<file path="src/rtl/control_unit_v1_if.sv">
// Instruction handshake between the fetch side and control_unit_v1.
// The fetch side drives the word and valid; the unit answers with ready.
interface control_unit_v1_if;
  logic [31:0] instruction;
  logic        instr_valid;
  logic        instr_ready;

  modport master (
    output instruction,
    output instr_valid,
    input  instr_ready
  );

  modport slave (
    input  instruction,
    input  instr_valid,
    output instr_ready
  );
endinterface

</file>
<file path="src/rtl/control_unit_v1.sv">
// Multi-cycle LEGv8-subset control unit driving the dataPath_V1 controls.
// Latches one instruction and sequences ALU, load and store operations.
module control_unit_v1 (
  input  logic               clock,
  input  logic               reset,
  control_unit_v1_if.slave   bus,
  output logic [63:0]        k,
  output logic [4:0]         FS,
  output logic               C0,
  output logic               B_Sel,
  output logic [4:0]         SA,
  output logic [4:0]         SB,
  output logic [4:0]         DA,
  output logic               EN_B,
  output logic               EN_ALU,
  output logic               EN_ADDR_ALU,
  output logic               ram_cs,
  output logic               ram_write_en,
  output logic               ram_read_en,
  output logic               w_reg,
  output logic               reset_reg,
  output logic               done,
  output logic               illegal
);

  localparam logic [4:0] FS_AND = 5'b00000;
  localparam logic [4:0] FS_XOR = 5'b00100;
  localparam logic [4:0] FS_ADD = 5'b01000;
  localparam logic [4:0] FS_OR  = 5'b01100;
  localparam logic [4:0] FS_SUB = 5'b01001;

  localparam logic [10:0] OP_ADD  = 11'b10001011000;
  localparam logic [10:0] OP_SUB  = 11'b11001011000;
  localparam logic [10:0] OP_AND  = 11'b10001010000;
  localparam logic [10:0] OP_ORR  = 11'b10101010000;
  localparam logic [10:0] OP_LDUR = 11'b11111000010;
  localparam logic [10:0] OP_STUR = 11'b11111000000;
  localparam logic [9:0]  OP_ADDI = 10'b1001000100;
  localparam logic [9:0]  OP_SUBI = 10'b1101000100;
  localparam logic [9:0]  OP_ANDI = 10'b1001001000;
  localparam logic [9:0]  OP_ORRI = 10'b1011001000;
  localparam logic [8:0]  OP_MOVZ = 9'b110100101;

  typedef enum logic [2:0] {
    IDLE, EXEC, LD_ADDR, LD_WB, ST, ERR
  } state_t;

  typedef enum logic [2:0] {
    C_R, C_I, C_MOVZ, C_LD, C_ST, C_BAD
  } cls_t;

  function automatic cls_t classify(input logic [31:0] w);
    cls_t c;
    c = C_BAD;
    if (w[31:21] == OP_ADD || w[31:21] == OP_SUB ||
        w[31:21] == OP_AND || w[31:21] == OP_ORR)
      c = C_R;
    else if (w[31:21] == OP_LDUR)
      c = C_LD;
    else if (w[31:21] == OP_STUR)
      c = C_ST;
    else if (w[31:22] == OP_ADDI || w[31:22] == OP_SUBI ||
             w[31:22] == OP_ANDI || w[31:22] == OP_ORRI)
      c = C_I;
    else if (w[31:23] == OP_MOVZ)
      c = C_MOVZ;
    return c;
  endfunction

  state_t      state, state_nxt;
  logic [31:0] ir;
  logic        armed;
  logic        accept;
  logic        w_raw;
  cls_t        ir_cls;

  // armed keeps ready low through the reset edge until reset is released
  assign accept = (state == IDLE) && armed && bus.instr_valid;
  assign reset_reg = ~reset;
  assign ir_cls = classify(ir);

  always_ff @(posedge clock) begin
    if (!reset) begin
      state <= IDLE;
      ir    <= '0;
      armed <= 1'b0;
    end else begin
      state <= state_nxt;
      armed <= 1'b1;
      if (accept) ir <= bus.instruction;
    end
  end

  always_comb begin
    k     = '0;
    FS    = FS_AND;
    B_Sel = 1'b0;
    SA    = ir[9:5];
    SB    = ir[20:16];
    DA    = ir[4:0];
    unique case (ir_cls)
      C_R: begin
        if (ir[31:21] == OP_ADD)      FS = FS_ADD;
        else if (ir[31:21] == OP_SUB) FS = FS_SUB;
        else if (ir[31:21] == OP_ORR) FS = FS_OR;
        else                          FS = FS_AND;
      end
      C_I: begin
        B_Sel = 1'b1;
        k     = {52'd0, ir[21:10]};
        if (ir[31:22] == OP_ADDI)      FS = FS_ADD;
        else if (ir[31:22] == OP_SUBI) FS = FS_SUB;
        else if (ir[31:22] == OP_ORRI) FS = FS_OR;
        else                           FS = FS_AND;
      end
      C_LD, C_ST: begin
        B_Sel = 1'b1;
        FS    = FS_ADD;
        k     = {{55{ir[20]}}, ir[20:12]};
        if (ir_cls == C_ST) SB = ir[4:0];
      end
      C_MOVZ: begin
        B_Sel = 1'b1;
        FS    = FS_OR;
        SA    = 5'd31;
        k     = {48'd0, ir[20:5]} << {ir[22:21], 4'b0000};
      end
      default: FS = FS_AND;
    endcase
    C0 = (FS == FS_SUB);
  end

  always_comb begin
    state_nxt       = state;
    bus.instr_ready = 1'b0;
    EN_B            = 1'b0;
    EN_ALU          = 1'b0;
    EN_ADDR_ALU     = 1'b0;
    ram_cs          = 1'b0;
    ram_write_en    = 1'b0;
    ram_read_en     = 1'b0;
    w_raw           = 1'b0;
    done            = 1'b0;
    illegal         = 1'b0;
    unique case (state)
      IDLE: begin
        bus.instr_ready = armed;
        if (accept) begin
          unique case (classify(bus.instruction))
            C_R, C_I, C_MOVZ: state_nxt = EXEC;
            C_LD:             state_nxt = LD_ADDR;
            C_ST:             state_nxt = ST;
            default:          state_nxt = ERR;
          endcase
        end
      end
      EXEC: begin
        EN_ALU    = 1'b1;
        w_raw     = 1'b1;
        done      = 1'b1;
        state_nxt = IDLE;
      end
      LD_ADDR: begin
        EN_ADDR_ALU = 1'b1;
        ram_cs      = 1'b1;
        ram_read_en = 1'b1;
        state_nxt   = LD_WB;
      end
      LD_WB: begin
        ram_cs      = 1'b1;
        ram_read_en = 1'b1;
        w_raw       = 1'b1;
        done        = 1'b1;
        state_nxt   = IDLE;
      end
      ST: begin
        EN_ADDR_ALU  = 1'b1;
        EN_B         = 1'b1;
        ram_cs       = 1'b1;
        ram_write_en = 1'b1;
        done         = 1'b1;
        state_nxt    = IDLE;
      end
      ERR: begin
        illegal   = 1'b1;
        done      = 1'b1;
        state_nxt = IDLE;
      end
      default: state_nxt = IDLE;
    endcase
  end

  // writes to XZR are suppressed
  assign w_reg = w_raw && (DA != 5'd31);

endmodule

</file>
<file path="src/flat_wrapper.sv">
// flat-port wrapper written by rule: the top's interface ports become plain ports
module control_unit_v1_flat 
  (clock, reset, k, FS, C0, B_Sel, SA, SB, DA, EN_B, EN_ALU, EN_ADDR_ALU, ram_cs, ram_write_en, ram_read_en, w_reg, reset_reg, done, illegal, bus_instruction, bus_instr_valid, bus_instr_ready);
  control_unit_v1_if bus_i ();
  input  logic clock;
  input  logic reset;
  output logic [63:0] k;
  output logic [4:0] FS;
  output logic C0;
  output logic B_Sel;
  output logic [4:0] SA;
  output logic [4:0] SB;
  output logic [4:0] DA;
  output logic EN_B;
  output logic EN_ALU;
  output logic EN_ADDR_ALU;
  output logic ram_cs;
  output logic ram_write_en;
  output logic ram_read_en;
  output logic w_reg;
  output logic reset_reg;
  output logic done;
  output logic illegal;
  input wire logic [$bits(bus_i.instruction)-1:0] bus_instruction;
  input wire logic [$bits(bus_i.instr_valid)-1:0] bus_instr_valid;
  output wire logic [$bits(bus_i.instr_ready)-1:0] bus_instr_ready;
  assign bus_i.instruction = bus_instruction;
  assign bus_i.instr_valid = bus_instr_valid;
  assign bus_instr_ready = bus_i.instr_ready;
  control_unit_v1 u_core (.clock(clock), .reset(reset), .bus(bus_i), .k(k), .FS(FS), .C0(C0), .B_Sel(B_Sel), .SA(SA), .SB(SB), .DA(DA), .EN_B(EN_B), .EN_ALU(EN_ALU), .EN_ADDR_ALU(EN_ADDR_ALU), .ram_cs(ram_cs), .ram_write_en(ram_write_en), .ram_read_en(ram_read_en), .w_reg(w_reg), .reset_reg(reset_reg), .done(done), .illegal(illegal));
endmodule
</file>
<file path="config.mk">
export PLATFORM = sky130hd
export DESIGN_NAME = control_unit_v1_flat
export DESIGN_NICKNAME = d
export VERILOG_FILES = /design/src/rtl/control_unit_v1_if.sv /design/src/rtl/control_unit_v1.sv /design/src/flat_wrapper.sv
export SDC_FILE = /design/constraint.sdc
export NUM_CORES = 1
export LEC_CHECK = 0
export ABC_AREA = 1
export BUFFER_PORTS_ARGS = -buffer_cell sky130_fd_sc_hd__buf_2
export CAP_MARGIN = 20
export CORE_ASPECT_RATIO = 0.5
export CORE_UTILIZATION = 43
export DETAILED_ROUTE_END_ITERATION = 8
export PLACE_DENSITY = 0.87
export SYNTH_ARGS = -nofsm -noshare
export SYNTH_HDL_FRONTEND = slang
export SYNTH_SLANG_ARGS = --single-unit
</file>
<file path="constraint.sdc">
create_clock -name clock -period 1.35 [get_ports clock]
set_input_delay 0.27 -clock clock [delete_from_list [all_inputs] [get_ports clock]]
set_output_delay 0.27 -clock clock [all_outputs]
set_load 0.005 [all_outputs]
</file>
==> impl_results.md <==
- Register area share after synthesis: 24.55%
- Clock group share of total power: 20.5%
- Drt first-iter violations: between 900 and 1,000
- Largest net degree at the start of global routing: 53
- CTS Buf Count: 5
- Detail Placement HPWL: 7393 um
- Worst reg-to-reg setup slack: -0.32 ns
- Commonest non-fill, non-tap cell in the layout: buf_2
- Reg2reg end: u_core.ir[16]
- GR Overflow Total: 0
- Worst slew pin tran: 0.4971 ns
- GPL Wtd Cong: 0.9251
- Initial Utilization: 46.36%
- Syn_area_per_cell: about 6.0 um^2
- Tightest Hold Check Type: in2reg
- Gate Count Post-Synth: 488
- CTS tree: built
- Layout cells sized above 1: 58.46%
- Fin. Hold Viols: 0
- RR Startpoint: u_core.state[0]
- Gr usage total: between 20 and 30%
- Clk pin slew, worst setup/hold paths: 0.06 ns
- Worst Setup Path Type: reg2out
- Fmax: 451.2 MHz
- Maxcap violations: 0
- Area of the multi-input gates: 0.002341 mm^2
- Final number of max-transition violations: 0
- Failing checks: negative setup slack
- Setup crit end kind: primary output
- Internal: 3.773 mW
- Antenna Cells: 0
- CP Launch Point: u_core.ir[21]
- Layout area overhead: 72.42%
- Final WS setup: -0.8661 ns
- Most frequent cells in the layout: buf_2 (125), nand3_1 (68), nand2_1 (50), o21ai_2 (48), nor2_1 (42)
- Crit path required time: about 1.1 ns
- Die X-Extent: around 120 um
- Sink Count: 36
- Switching pwr: 3.023 mW
- Via Count: 4,823
- Sequential share of power: 23.9%
- DRT Wirelength: around 17,000 um
- Die H: 60.42 um
- Unique masters post-synth: 25
- Final setup vio count: approximately 120
- Critical path destination: k[24]
- Hold buffers post-CTS: 0
- Crit share post-route: 164.2%
- Min Tclk post-route: 2.216 ns
- Final ANT Viol Nets: 0
- Gate power share: 55.6%
- Port Buf Inserts: 129
- CP arrival: 1.95 ns
- Worst-path fanout max: 49
- H-tree depth: 2
- Root Buffer: clkbuf_16
- Pwr Density: between 1000 and 1500 mW/mm^2
- CP Launch Type: flop
- Yosys reg bits: 36
- Static Leak: 2.567 nW
- RSZ-0062 raised after global routing: true
- Cells on worst reg2reg path: 8
- Die ar.: 0.007181 mm^2
- Initial antenna violation count: 1
- # IOs: about 130
- Status: complete, but fails checks
- First-pass GRT wire length: 16,610 um
- Post-layout util: roughly four fifths
- Maximum vdd drop: 1589 uV
- Post-route DRC: 0
- Sequential Area: ~740 um^2
- 1st-pass router iterations: 5
- Nets: 684
- DR WL/cell: 22.42 um
- Layout fillers: 349
- Synth warnings: 0
- Total power: 6.796 mW
- Mapped Area: 0.002935 mm^2
- Pre-CTS setup slack: -0.3242 ns
- Switch share: 44.48%
- Vias in the first global route: approximately 3,500
- Clk_skew: approximately 0.01 ns
- CORE AREA: 0.006331 mm^2
- Worst slew margin: 66.51%
- Vias per cell: 6.535
- Clock latency on the worst-skew pair: about 0.30 ns
- CTS Buffer Depth: 2
- Row count: 20
==> what timing repair did <==
action | 4_1_cts | 5_1_grt
pin swaps | 8 | 29
setup buffers | 9 | 5
cloned | 1 | 7
endpoints found under the setup margin | 94 | 124
resized for setup | 59 | 158
==> power by group through the flow <==
stage | clock, mW | sequential (mW) | combinational (mW)
final | 1.39 | 1.62 | 3.78
after global routing | 1.46 | 1.62 | 3.86
after CTS | 1.32 | 1.54 | 2.32
after detailed placement | 0 | 1.51 | 2.02
after global placement | 0 | 1.50 | 1.97
after floorplan | 0 | 1.48 | 1.21
==> critical path, cell delays in order, from the launching register on <==
cell     delay, ns
dfxtp_1       0.46
buf_6         0.37
nand3_1       0.16
o21ai_0       0.45
buf_2         0.21
==> layer usage <==
layer  track usage [%]  up-vias  routed length [um]
met4             14.47        2                1684
li1                  -     1924                   -
met5                 0        -                  11
met1             34.68     2114                5511
met2             50.63      574                6858
met3             8.083      209                2478
==> Yosys cell counts, drive strengths merged <==
library cell	count	area [um^2]
a21oi	38	190.2
a31oi	1	6.260
buf	30	245.2
clkbuf	18	68.81
conb	1	3.750
dfxtp	36	720.7
inv	52	195.2
nand2	91	344.1
nand3	77	405.4
nand3b	1	7.510
nand4	13	81.33
nor2	55	214.0
nor3	5	41.29
o21ai	69	405.4
or2	1	6.260
==> sequential cells by signal (all words and copies together), names as in the netlist <==
| name | cells |
|---|---|
| u_core.armed | 1 |
| u_core.ir | 32 |
| u_core.state | 3 |
==> final cells by class <==
class / count / area share, %
clock inverters: 3 / 0.8405
clock buffers: 5 / 2.472
inverters: 52 / 3.906
repair buffers: 201 / 29.79
well taps: 88 / 2.176
flip-flops and latches: 36 / 14.56
multi-input cells: 353 / 46.25
==> worst min path at each step <==
stage / startpoint / to / slack [ns] / depth (start not counted)
2_1_floorplan: reset / u_core.armed / 0.30 / 0
3_3_place_gp: u_core.ir[15] / u_core.ir[15] / 0.47 / 2
3_5_place_dp: u_core.ir[18] / u_core.ir[18] / 0.48 / 2
4_1_cts: reset / u_core.armed / 0.25 / 1
5_1_grt: bus_instruction[12] / u_core.ir[12] / 0.25 / 3
6_report: bus_instruction[20] / u_core.ir[20] / 0.23 / 3
==> per-stage QoR <==
stage | cells | hold WS, ns | TNS, ns | cell area [um^2]
floorplan | 489 | 0.2977 | -5.209 | 3048
global placement | 711 | 0.4690 | -16.71 | 3949
detailed placement | 711 | 0.4797 | -19.30 | 3949
CTS | 727 | 0.2545 | -39.76 | 4339
global route | 738 | 0.2496 | -70.28 | 5061
finish | 738 | 0.2285 | -61.83 | 5061
==> cell families (layout without fill, tap and decap cells) <==
kind of cell    Yosys count  in the layout  share of synthesized area (%)
simple gates            243            243                          37.47
compound gates          108            108                          20.50
buf+inv                 100            261                          17.35
flops                    36             36                          24.55
other cells               1              2                         0.1278
Power figures use the tool's default switching activity.
